===== src/rtl/canonical_code_gen_if.sv =====
// canonical_code_gen_if: request/length inputs and codeword stream of the canonical code generator
interface canonical_code_gen_if #(
  parameter int NSYM = 10,
  parameter int MAX_LEN = 9,
  parameter int LEN_W = 4,
  parameter int SYM_W = 4
);
  logic req_coding;
  logic [NSYM*LEN_W-1:0] len_in;
  logic ack_coding;
  logic busy;
  logic data_valid;
  logic out_ready;
  logic [SYM_W-1:0] data_sym;
  logic [MAX_LEN-1:0] data_out;
  logic [LEN_W-1:0] data_len;
  logic done;
  logic err_overflow;
  modport master (
    output req_coding, len_in, out_ready,
    input ack_coding, busy, data_valid, data_sym, data_out, data_len, done, err_overflow
  );
  modport slave (
    input req_coding, len_in, out_ready,
    output ack_coding, busy, data_valid, data_sym, data_out, data_len, done, err_overflow
  );
endinterface


===== src/rtl/canonical_code_gen.sv =====
// canonical_code_gen: assigns canonical Huffman codewords from per-symbol lengths and streams them out
module canonical_code_gen #(
  parameter int NSYM = 10,
  parameter int MAX_LEN = 9,
  parameter int LEN_W = 4,
  parameter int SYM_W = 4
) (
  input logic clk,
  input logic rst_n,
  canonical_code_gen_if.slave bus
);
  localparam int CNT_W = $clog2(NSYM + 1);
  localparam int CODE_W = MAX_LEN + 1;
  localparam int IDX_W = $clog2(((NSYM > MAX_LEN) ? NSYM : MAX_LEN) + 1);
  typedef enum logic [2:0] {IDLE, COUNT, BASE, EMIT, DONE} state_t;
  state_t state, state_next;
  logic [IDX_W-1:0] idx;
  logic [LEN_W-1:0] len_reg [NSYM];
  logic [CNT_W-1:0] bl_count [MAX_LEN+1];
  logic [CODE_W-1:0] next_code [MAX_LEN+1];
  logic [CODE_W-1:0] code, code_new;
  logic [LEN_W-1:0] cur_len;
  logic fire, last, ack_d, done_d, busy_d;
  always_ff @(posedge clk)
    state <= !rst_n ? IDLE : state_next;
  always_comb begin
    cur_len = (idx < IDX_W'(NSYM)) ? len_reg[idx] : '0;
    code_new = (code + CODE_W'(bl_count[idx - 1'b1])) << 1;
    fire = !bus.data_valid || bus.out_ready;
    last = state == COUNT ? idx == IDX_W'(NSYM - 1)
         : state == BASE ? idx == IDX_W'(MAX_LEN)
         : idx == IDX_W'(NSYM);
    state_next = state == IDLE ? (bus.req_coding ? COUNT : IDLE)
               : state == COUNT ? (last ? BASE : COUNT)
               : state == BASE ? (last ? EMIT : BASE)
               : state == EMIT ? ((fire && last) ? DONE : EMIT)
               : IDLE;
  end
  always_comb begin
    ack_d = state == IDLE && bus.req_coding;
    done_d = state_next == DONE;
    busy_d = state_next != IDLE;
  end
  always_ff @(posedge clk) begin
    if (!rst_n) begin
      idx <= '0;
      code <= '0;
      bus.ack_coding <= 1'b0;
      bus.busy <= 1'b0;
      bus.done <= 1'b0;
      bus.data_valid <= 1'b0;
      bus.data_sym <= '0;
      bus.data_out <= '0;
      bus.data_len <= '0;
      bus.err_overflow <= 1'b0;
      for (int i = 0; i < NSYM; i++) len_reg[i] <= '0;
      for (int i = 0; i <= MAX_LEN; i++) begin
        bl_count[i] <= '0;
        next_code[i] <= '0;
      end
    end else begin
      bus.ack_coding <= ack_d;
      bus.done <= done_d;
      bus.busy <= busy_d;
      case (state)
        IDLE: if (bus.req_coding) begin
          for (int i = 0; i < NSYM; i++) len_reg[i] <= bus.len_in[i*LEN_W +: LEN_W];
          for (int i = 0; i <= MAX_LEN; i++) bl_count[i] <= '0;
          bus.err_overflow <= 1'b0;
          idx <= '0;
        end
        COUNT: begin
          if (cur_len > LEN_W'(MAX_LEN)) begin
            bus.err_overflow <= 1'b1;
            len_reg[idx] <= '0;
          end else if (cur_len != '0) bl_count[cur_len] <= bl_count[cur_len] + 1'b1;
          idx <= last ? IDX_W'(1) : idx + 1'b1;
          if (last) code <= '0;
        end
        BASE: begin
          next_code[idx] <= code_new;
          code <= code_new;
          if (32'(code_new) + 32'(bl_count[idx]) > (32'd1 << idx)) bus.err_overflow <= 1'b1;
          idx <= last ? '0 : idx + 1'b1;
        end
        EMIT: if (fire) begin
          if (last) bus.data_valid <= 1'b0;
          else begin
            bus.data_valid <= cur_len != '0;
            bus.data_sym <= SYM_W'(idx);
            bus.data_len <= cur_len;
            bus.data_out <= next_code[cur_len][MAX_LEN-1:0];
            if (cur_len != '0) next_code[cur_len] <= next_code[cur_len] + 1'b1;
            idx <= idx + 1'b1;
          end
        end
        default: ;
      endcase
    end
  end
endmodule


===== src/flat_wrapper.sv =====
// flat-port wrapper written by rule: the top's interface ports become plain ports
module canonical_code_gen_flat 
#(
  parameter int NSYM = 10,
  parameter int MAX_LEN = 9,
  parameter int LEN_W = 4,
  parameter int SYM_W = 4
)
  (clk, rst_n, bus_req_coding, bus_len_in, bus_out_ready, bus_ack_coding, bus_busy, bus_data_valid, bus_data_sym, bus_data_out, bus_data_len, bus_done, bus_err_overflow);
  canonical_code_gen_if #(.NSYM(NSYM), .MAX_LEN(MAX_LEN), .LEN_W(LEN_W), .SYM_W(SYM_W)) bus_i ();
  input logic clk;
  input logic rst_n;
  input wire logic [$bits(bus_i.req_coding)-1:0] bus_req_coding;
  input wire logic [$bits(bus_i.len_in)-1:0] bus_len_in;
  input wire logic [$bits(bus_i.out_ready)-1:0] bus_out_ready;
  output wire logic [$bits(bus_i.ack_coding)-1:0] bus_ack_coding;
  output wire logic [$bits(bus_i.busy)-1:0] bus_busy;
  output wire logic [$bits(bus_i.data_valid)-1:0] bus_data_valid;
  output wire logic [$bits(bus_i.data_sym)-1:0] bus_data_sym;
  output wire logic [$bits(bus_i.data_out)-1:0] bus_data_out;
  output wire logic [$bits(bus_i.data_len)-1:0] bus_data_len;
  output wire logic [$bits(bus_i.done)-1:0] bus_done;
  output wire logic [$bits(bus_i.err_overflow)-1:0] bus_err_overflow;
  assign bus_i.req_coding = bus_req_coding;
  assign bus_i.len_in = bus_len_in;
  assign bus_i.out_ready = bus_out_ready;
  assign bus_ack_coding = bus_i.ack_coding;
  assign bus_busy = bus_i.busy;
  assign bus_data_valid = bus_i.data_valid;
  assign bus_data_sym = bus_i.data_sym;
  assign bus_data_out = bus_i.data_out;
  assign bus_data_len = bus_i.data_len;
  assign bus_done = bus_i.done;
  assign bus_err_overflow = bus_i.err_overflow;
  canonical_code_gen #(.NSYM(NSYM), .MAX_LEN(MAX_LEN), .LEN_W(LEN_W), .SYM_W(SYM_W)) u_core (.clk(clk), .rst_n(rst_n), .bus(bus_i));
endmodule

===== config.mk =====
export PLATFORM = sky130hd
export DESIGN_NAME = canonical_code_gen_flat
export DESIGN_NICKNAME = d
export VERILOG_FILES = /design/src/rtl/canonical_code_gen_if.sv /design/src/rtl/canonical_code_gen.sv /design/src/flat_wrapper.sv
export SDC_FILE = /design/constraint.sdc
export NUM_CORES = 1
export LEC_CHECK = 0
export ABC_AREA = 1
export BUFFER_PORTS_ARGS = -buffer_cell sky130_fd_sc_hd__buf_2
export CAP_MARGIN = 15
export CORE_AREA = 8 8 196 198
export DETAILED_ROUTE_END_ITERATION = 8
export DIE_AREA = 0 0 204 206
export PLACE_DENSITY = 0.58
export SKIP_LAST_GASP = 1
export SYNTH_ARGS = -nofsm -noshare
export SYNTH_HDL_FRONTEND = slang
export SYNTH_SLANG_ARGS = --single-unit
export TNS_END_PERCENT = 20

===== constraint.sdc =====
create_clock -name clk -period 14.03 [get_ports clk]
set_input_delay 1.403 -clock clk [delete_from_list [all_inputs] [get_ports clk]]
set_output_delay 1.403 -clock clk [all_outputs]
set_load 0.03 [all_outputs]

# ---- Word level (Yosys, flattened, before mapping)
# Memories as Yosys holds them, arrays and structs flattened. A register that Yosys moved wholly into a read port is not among the register bits.
# Index checks and enable logic that the tools add are counted.
dict set report totals {
  memories 3
  output_inout_bits 22
  ff_bits 38
  word_cells 158
  inputBits 44
  ram_bits 180
}
# name words width rd rd_clocked_by_memory_dff write_ports line_no
set memory_table {}
lappend memory_table {u_core.next_code 10 10 1 0 10 canonical_code_gen.sv:20} ;# logic [CODE_W-1:0] next_code [MAX_LEN+1];
lappend memory_table {u_core.bl_count 10 4 3 1 10 canonical_code_gen.sv:19} ;# logic [CNT_W-1:0] bl_count [MAX_LEN+1];
lappend memory_table {u_core.len_reg 10 4 1 1 10 canonical_code_gen.sv:18} ;# logic [LEN_W-1:0] len_reg [NSYM];
dict set report classes {
  n_shift 1
  bitwise 21
  order_cmp 3
  n_reduce_logical 19
  mux 82
  n_eq_ne 12
  addsub 6
}
# cell n
set ops {}
lappend ops {{$mux W4} 36}
lappend ops {{$mux W1} 34}
lappend ops {{$gt A32 B32 Y1} 1}
lappend ops {{$shl A1 B4 Y32 const A} 1}
lappend ops {{$mux W10} 2}
lappend ops {{$or A1 B1 Y1} 20}
lappend ops {{$reduce_or A10 Y1} 2}
lappend ops {{$pmux W9 S2} 1}
lappend ops {{$pmux W4 S4} 1}
lappend ops {{$mux W3} 5}
lappend ops {{$add A10 B4 Y11} 1}
lappend ops {{$add A10 B1 Y10 const B} 1}
lappend ops {{$add A9 B4 Y9} 1}
lappend ops {{$mux W9} 1}
lappend ops {{$add A4 B1 Y4 const B} 2}
lappend ops {{$eq A4 B4 Y1 const B} 2}
lappend ops {{$ne A2 B2 Y1 const B} 4}
lappend ops {{$reduce_and A4 Y1} 2}
lappend ops {{$reduce_bool A4 Y1} 2}
lappend ops {{$reduce_or A4 Y1} 2}
lappend ops {{$eq A3 B2 Y1 const B} 2}
lappend ops {{$reduce_bool A3 Y1} 2}
lappend ops {{$gt A4 B4 Y1 const B} 1}
lappend ops {{$lt A4 B4 Y1 const B} 1}
lappend ops {{14 further kinds} 17}

# ---- Longest topological paths before layout
dict set report depth {
  ltp_word 11
  mapped_depth 35
  mapped_depth_nobuf 31
}

# ---- Least setup slack after synthesis
# Ideal clock, no wire load.
dict set report synth_timing {
  path_type {reg2reg}
  start {register u_core.idx[0]}
  end {register u_core.bus.err_overflow}
  arrival_ps 5011
  synth_period_minus_slack_ps 5130
  path_stages_with_launch 33
  path_slack_ps 8900
  path_buffers 4
  path_cell_list {dfxtp_1 > clkbuf_1 > clkinv_1 > clkbuf_1 > ha_1 > clkbuf_1 > inv_1 > clkbuf_1 > a21oi_1 > o21ai_0 > nand3_1 > o311ai_0 > nand2_1 > inv_1 > ha_1 > fa_1 > ha_1 > inv_1 > o21ai_0 > nand3_1 > nor2_1 > nand2_1 > xor2_1 > inv_1 > ha_1 > a21oi_1 > o21ai_0 > a21oi_1 > nor2_1 > o41ai_1 > a21oi_1 > nor2_1 > nor2_1}
}
dict set report synth_between {
  elab_chain_len 7
  elab_cells_between_ends 12
  cone_classes {3 x add/sub; 3 x order compare; 2 x eq/ne; 1 x shift; 1 x mux; 1 x reduce/logical; 1 x memory}
}
# element line_no
set synth_rtl {}
lappend synth_rtl {{from (decl)} canonical_code_gen.sv:17} ;# logic [IDX_W-1:0] idx;
lappend synth_rtl {{from (signal assigned)} canonical_code_gen.sv:77} ;# idx <= last ? IDX_W'(1) : idx + 1'b1;
lappend synth_rtl {{from (signal assigned)} canonical_code_gen.sv:84} ;# idx <= last ? '0 : idx + 1'b1;
lappend synth_rtl {{from (signal assigned)} canonical_code_gen.sv:94} ;# idx <= idx + 1'b1;
lappend synth_rtl {{$sub A4 B1 Y4} canonical_code_gen.sv:28} ;# code_new = (code + CODE_W'(bl_count[idx - 1'b1])) << 1;
lappend synth_rtl {{$mem_v2 Z10 W4} --}
lappend synth_rtl {{$add A9 B4 Y9} canonical_code_gen.sv:28}
lappend synth_rtl {{$add A10 B4 Y11} canonical_code_gen.sv:83} ;# if (32'(code_new) + 32'(bl_count[idx]) > (32'd1 << idx)) bus.err_overflow <= 1'b1;
lappend synth_rtl {{$gt A32 B32 Y1} canonical_code_gen.sv:83}
lappend synth_rtl {{$ne A2 B2 Y1 (no source line)} --}
lappend synth_rtl {{$reduce_and A4 Y1 (no source line) *} --}
lappend synth_rtl {{to (signal assigned)} canonical_code_gen.sv:69} ;# bus.err_overflow <= 1'b0;
lappend synth_rtl {{to (signal assigned)} canonical_code_gen.sv:74} ;# bus.err_overflow <= 1'b1;
lappend synth_rtl {{to (signal assigned)} canonical_code_gen.sv:83}
lappend synth_rtl {{to (decl)} canonical_code_gen_if.sv:25} ;# output ack_coding, busy, data_valid, data_sym, data_out, data_len, done, err_overflow
# Mark *: on every way between the ends. The rest lies on a longest branch, timed or not.
# A chain may end at the register's enable or synchronous reset.

# ---- Final worst setup path
# Ends and elaborated chain as after synthesis.

==> results.sh <==
export IMPL_pwr_density_cell_nw_per_um2=168
export IMPL_synth_cell_types=55
export IMPL_run_status="completed"
export IMPL_syn_inst=1840
export IMPL_arrival_ns=7.50
export IMPL_power_total_mw=2.92
export IMPL_synth_seq_cells=289
export IMPL_cts_tree="yes"
export IMPL_synthArstFlopShare_pct=0
export IMPL_gr_usage_all_layers_pct=22.0
export IMPL_avgSynthCellArea_um2=8.52
export IMPL_cp_slowest_stage_delay_ns=0.99
export IMPL_synth_area_leaders="edfxtp_1 40%, nand2_1 13%, dfxtp_1 10%, nand3_1 4.1%, inv_1 3.9%"
export IMPL_synth_commonest_cells="527 x nand2_1, 208 x edfxtp_1, 164 x inv_1"
export IMPL_worst_slew_pin_slew_ns=1.05
export IMPL_dr_pass1_iters=5
export IMPL_antenna_found_initial=0
export IMPL_holdBufCountCts=0
export IMPL_fin_skew_ns=0.0256
export IMPL_htree_levels=2
export IMPL_syn_area_um2=15700
export IMPL_worstHoldPathType="reg2reg"
export IMPL_routed_wl_mm=46.4
export IMPL_detailroute_via_count=12694
export IMPL_ctsResizeCount=0
export IMPL_p_leak_nw=7.53
export IMPL_final_layout_size_suffix_gt1_share_pct=14.5
export IMPL_ios=66
export IMPL_cpMaxStageDelayCell="dfxtp_2"
export IMPL_startpoint_type="flip-flop"
export IMPL_yosysTopAreaCell="edfxtp_1"
export IMPL_cts_num_sinks=289
export IMPL_maxSlewViolCount=0
export IMPL_relSlewSlack_pct=29.8
export IMPL_fmax_mhz=141
export IMPL_post_cts_buffers=0
export IMPL_numCtsBuffers=34
export IMPL_fin_tns_setup_ns=0
export IMPL_synth_ff_type="edfxtp_1"
export IMPL_synth_edf_count=208
export IMPL_synth_top_area_share_pct=39.9
export IMPL_num_rows=69
export IMPL_grt_pass1_wl_mm=71.7
export IMPL_seq_area_frac_synth_pct=50.2
export IMPL_r2r_start="u_core.idx[0]"
export IMPL_start_util_pct=44.5
export IMPL_clk_pin_slew_ns=0.06
export IMPL_worst_slack_ns=6.94
export IMPL_pre_cts_slack_ns=7.04
export IMPL_port_buffers=65
export IMPL_end_kind="flip-flop"
export IMPL_root_buffer="clkbuf_16"
export IMPL_cp_endpoint="u_core.bus.err_overflow"
export IMPL_place_congestion=0.869
export IMPL_setup_viol=0
export IMPL_diodes=0
export IMPL_hpwlAfterDp_mm=31.5
export IMPL_fillers=3398
export IMPL_critPathMaxFanout=56
export IMPL_gr_total_overflow=0
export IMPL_hold_viol=0
export IMPL_wire_per_inst_um=19.5
export IMPL_cts_buffer_depth=3
export IMPL_grt_pass1_vias=12435
export IMPL_ant_nets=0
export IMPL_critPathRequiredTime_ns=14.44
export IMPL_dieArea_um2=42000
export IMPL_drtIter0Drc=918
export IMPL_area_growth_pct=11.2
export IMPL_clock_latency_ns=0.56
export IMPL_dieHeight_um=206
export IMPL_drcViolationCount=0
export IMPL_die_w_um=204
export IMPL_yosysWarnings=0
export IMPL_reg2reg_depth=27
export IMPL_crit_type="reg2reg"
export IMPL_grt_max_degree=79
export IMPL_finalCritPeriodShare_pct=50.5
export IMPL_min_period_ns=7.09
export IMPL_peakVddDrop_mv=0.102
export IMPL_rsz0062_at_grt="no"
export IMPL_r2r_slack_ns=6.94
export IMPL_yosysMostFrequentCell="nand2_1"
export IMPL_vias_per_cell=5.33
export IMPL_cp_startpoint="u_core.idx[0]"
export IMPL_largest_reg_flops=144
export IMPL_fin_nets=1966
export IMPL_core_um2=35200
export IMPL_maxCapViolations=0
export IMPL_reg2reg_to="u_core.bus.err_overflow"
[cells by family (layout without fill, tap and decap cells)]
group	count (synthesis)	in the layout	synth area share [%]
flip-flops	289	289	50.2
AND/OR/NAND/NOR	863	863	24.2
other	1	29	0.0239
adder cells (fa/ha/maj)	28	28	2.33
XOR/XNOR	13	13	0.775
AO/OA/AOI/OAI	362	362	14.6
buffers and inverters	284	335	7.88
[worst min path at each step]
stage / from / end / slack [ns] / depth (start not counted)
final: u_core.code[3] / u_core.code[3] / 0.48 / 2
after global routing: u_core.code[1] / u_core.code[1] / 0.52 / 2
after CTS: u_core.code[3] / u_core.code[3] / 0.48 / 2
after detailed placement: u_core.code[3] / u_core.code[3] / 0.47 / 2
after global placement: u_core.code[3] / u_core.code[3] / 0.47 / 2
after floorplan: u_core.code[3] / u_core.code[3] / 0.45 / 2
[layout make-up]
cell class              instances  area [um2]  area share (%)
clock buffers                  43         885            5.08
clock inverters                18         236            1.36
inverters                     195         747            4.29
multi-input cells            1295        6670            38.3
flip-flops and latches        289        7870            45.2
well taps                     461         577            3.31
repair buffers                 79         430            2.47
[worst max-delay path: cells and delay by family (launching register included)]
family / cells / cell delay, ns
adder cells (fa/ha/maj): 5 / 2.21
buffers and inverters: 5 / 1.45
flip-flops: 1 / 0.99
AND/OR/NAND/NOR: 7 / 0.74
XOR/XNOR: 1 / 0.16
AO/OA/AOI/OAI: 9 / 1.37
[per-stage QoR]
step                      hold WS, ns  instance area (um2)  std cells  util (%)
after floorplan                 0.449                15800       1868         -
after global placement          0.466                16300       2318      46.2
after detailed placement        0.469                16300       2318      46.2
after CTS                       0.478                17400       2379      49.4
after global routing            0.518                17400       2380      49.4
final                           0.478                17400       2380      49.4
[metal layers]
metal  GRT usage, %  share of wire [%]  up-vias
met2           37.6                 48      400
li1               -                  -     6234
met3           3.10                5.8       90
met4           8.54                3.2        0
met1           28.1                 43     5970
met5              0                  0        -
[report_power, final]
| part | switching, mW | leakage [nW] | total [mW] | internal (mW) |
|---|---|---|---|---|
| Clock | 0.373 | 0.534 | 0.901 | 0.528 |
| Sequential | 0.0650 | 2.85 | 1.10 | 1.03 |
| Combinational | 0.668 | 4.15 | 0.923 | 0.255 |
| Total | 1.11 | 7.53 | 2.92 | 1.82 |
[placed cells by master, fill, tap and decap left out, types with 14 or more instances in the layout]
cell type / count
nand2_4: 15
edfxtp_1: 208
ha_1: 26
nor2_1: 122
dfxtp_1: 79
nand2_2: 19
o21ai_0: 117
conb_1: 29
inv_1: 164
nand2_1: 527
a21oi_2: 50
inv_2: 22
a22o_1: 21
buf_4: 14
a21oi_1: 101
clkbuf_16: 34
nand3_1: 128
buf_2: 65
(Power assumes the default switching activity.)
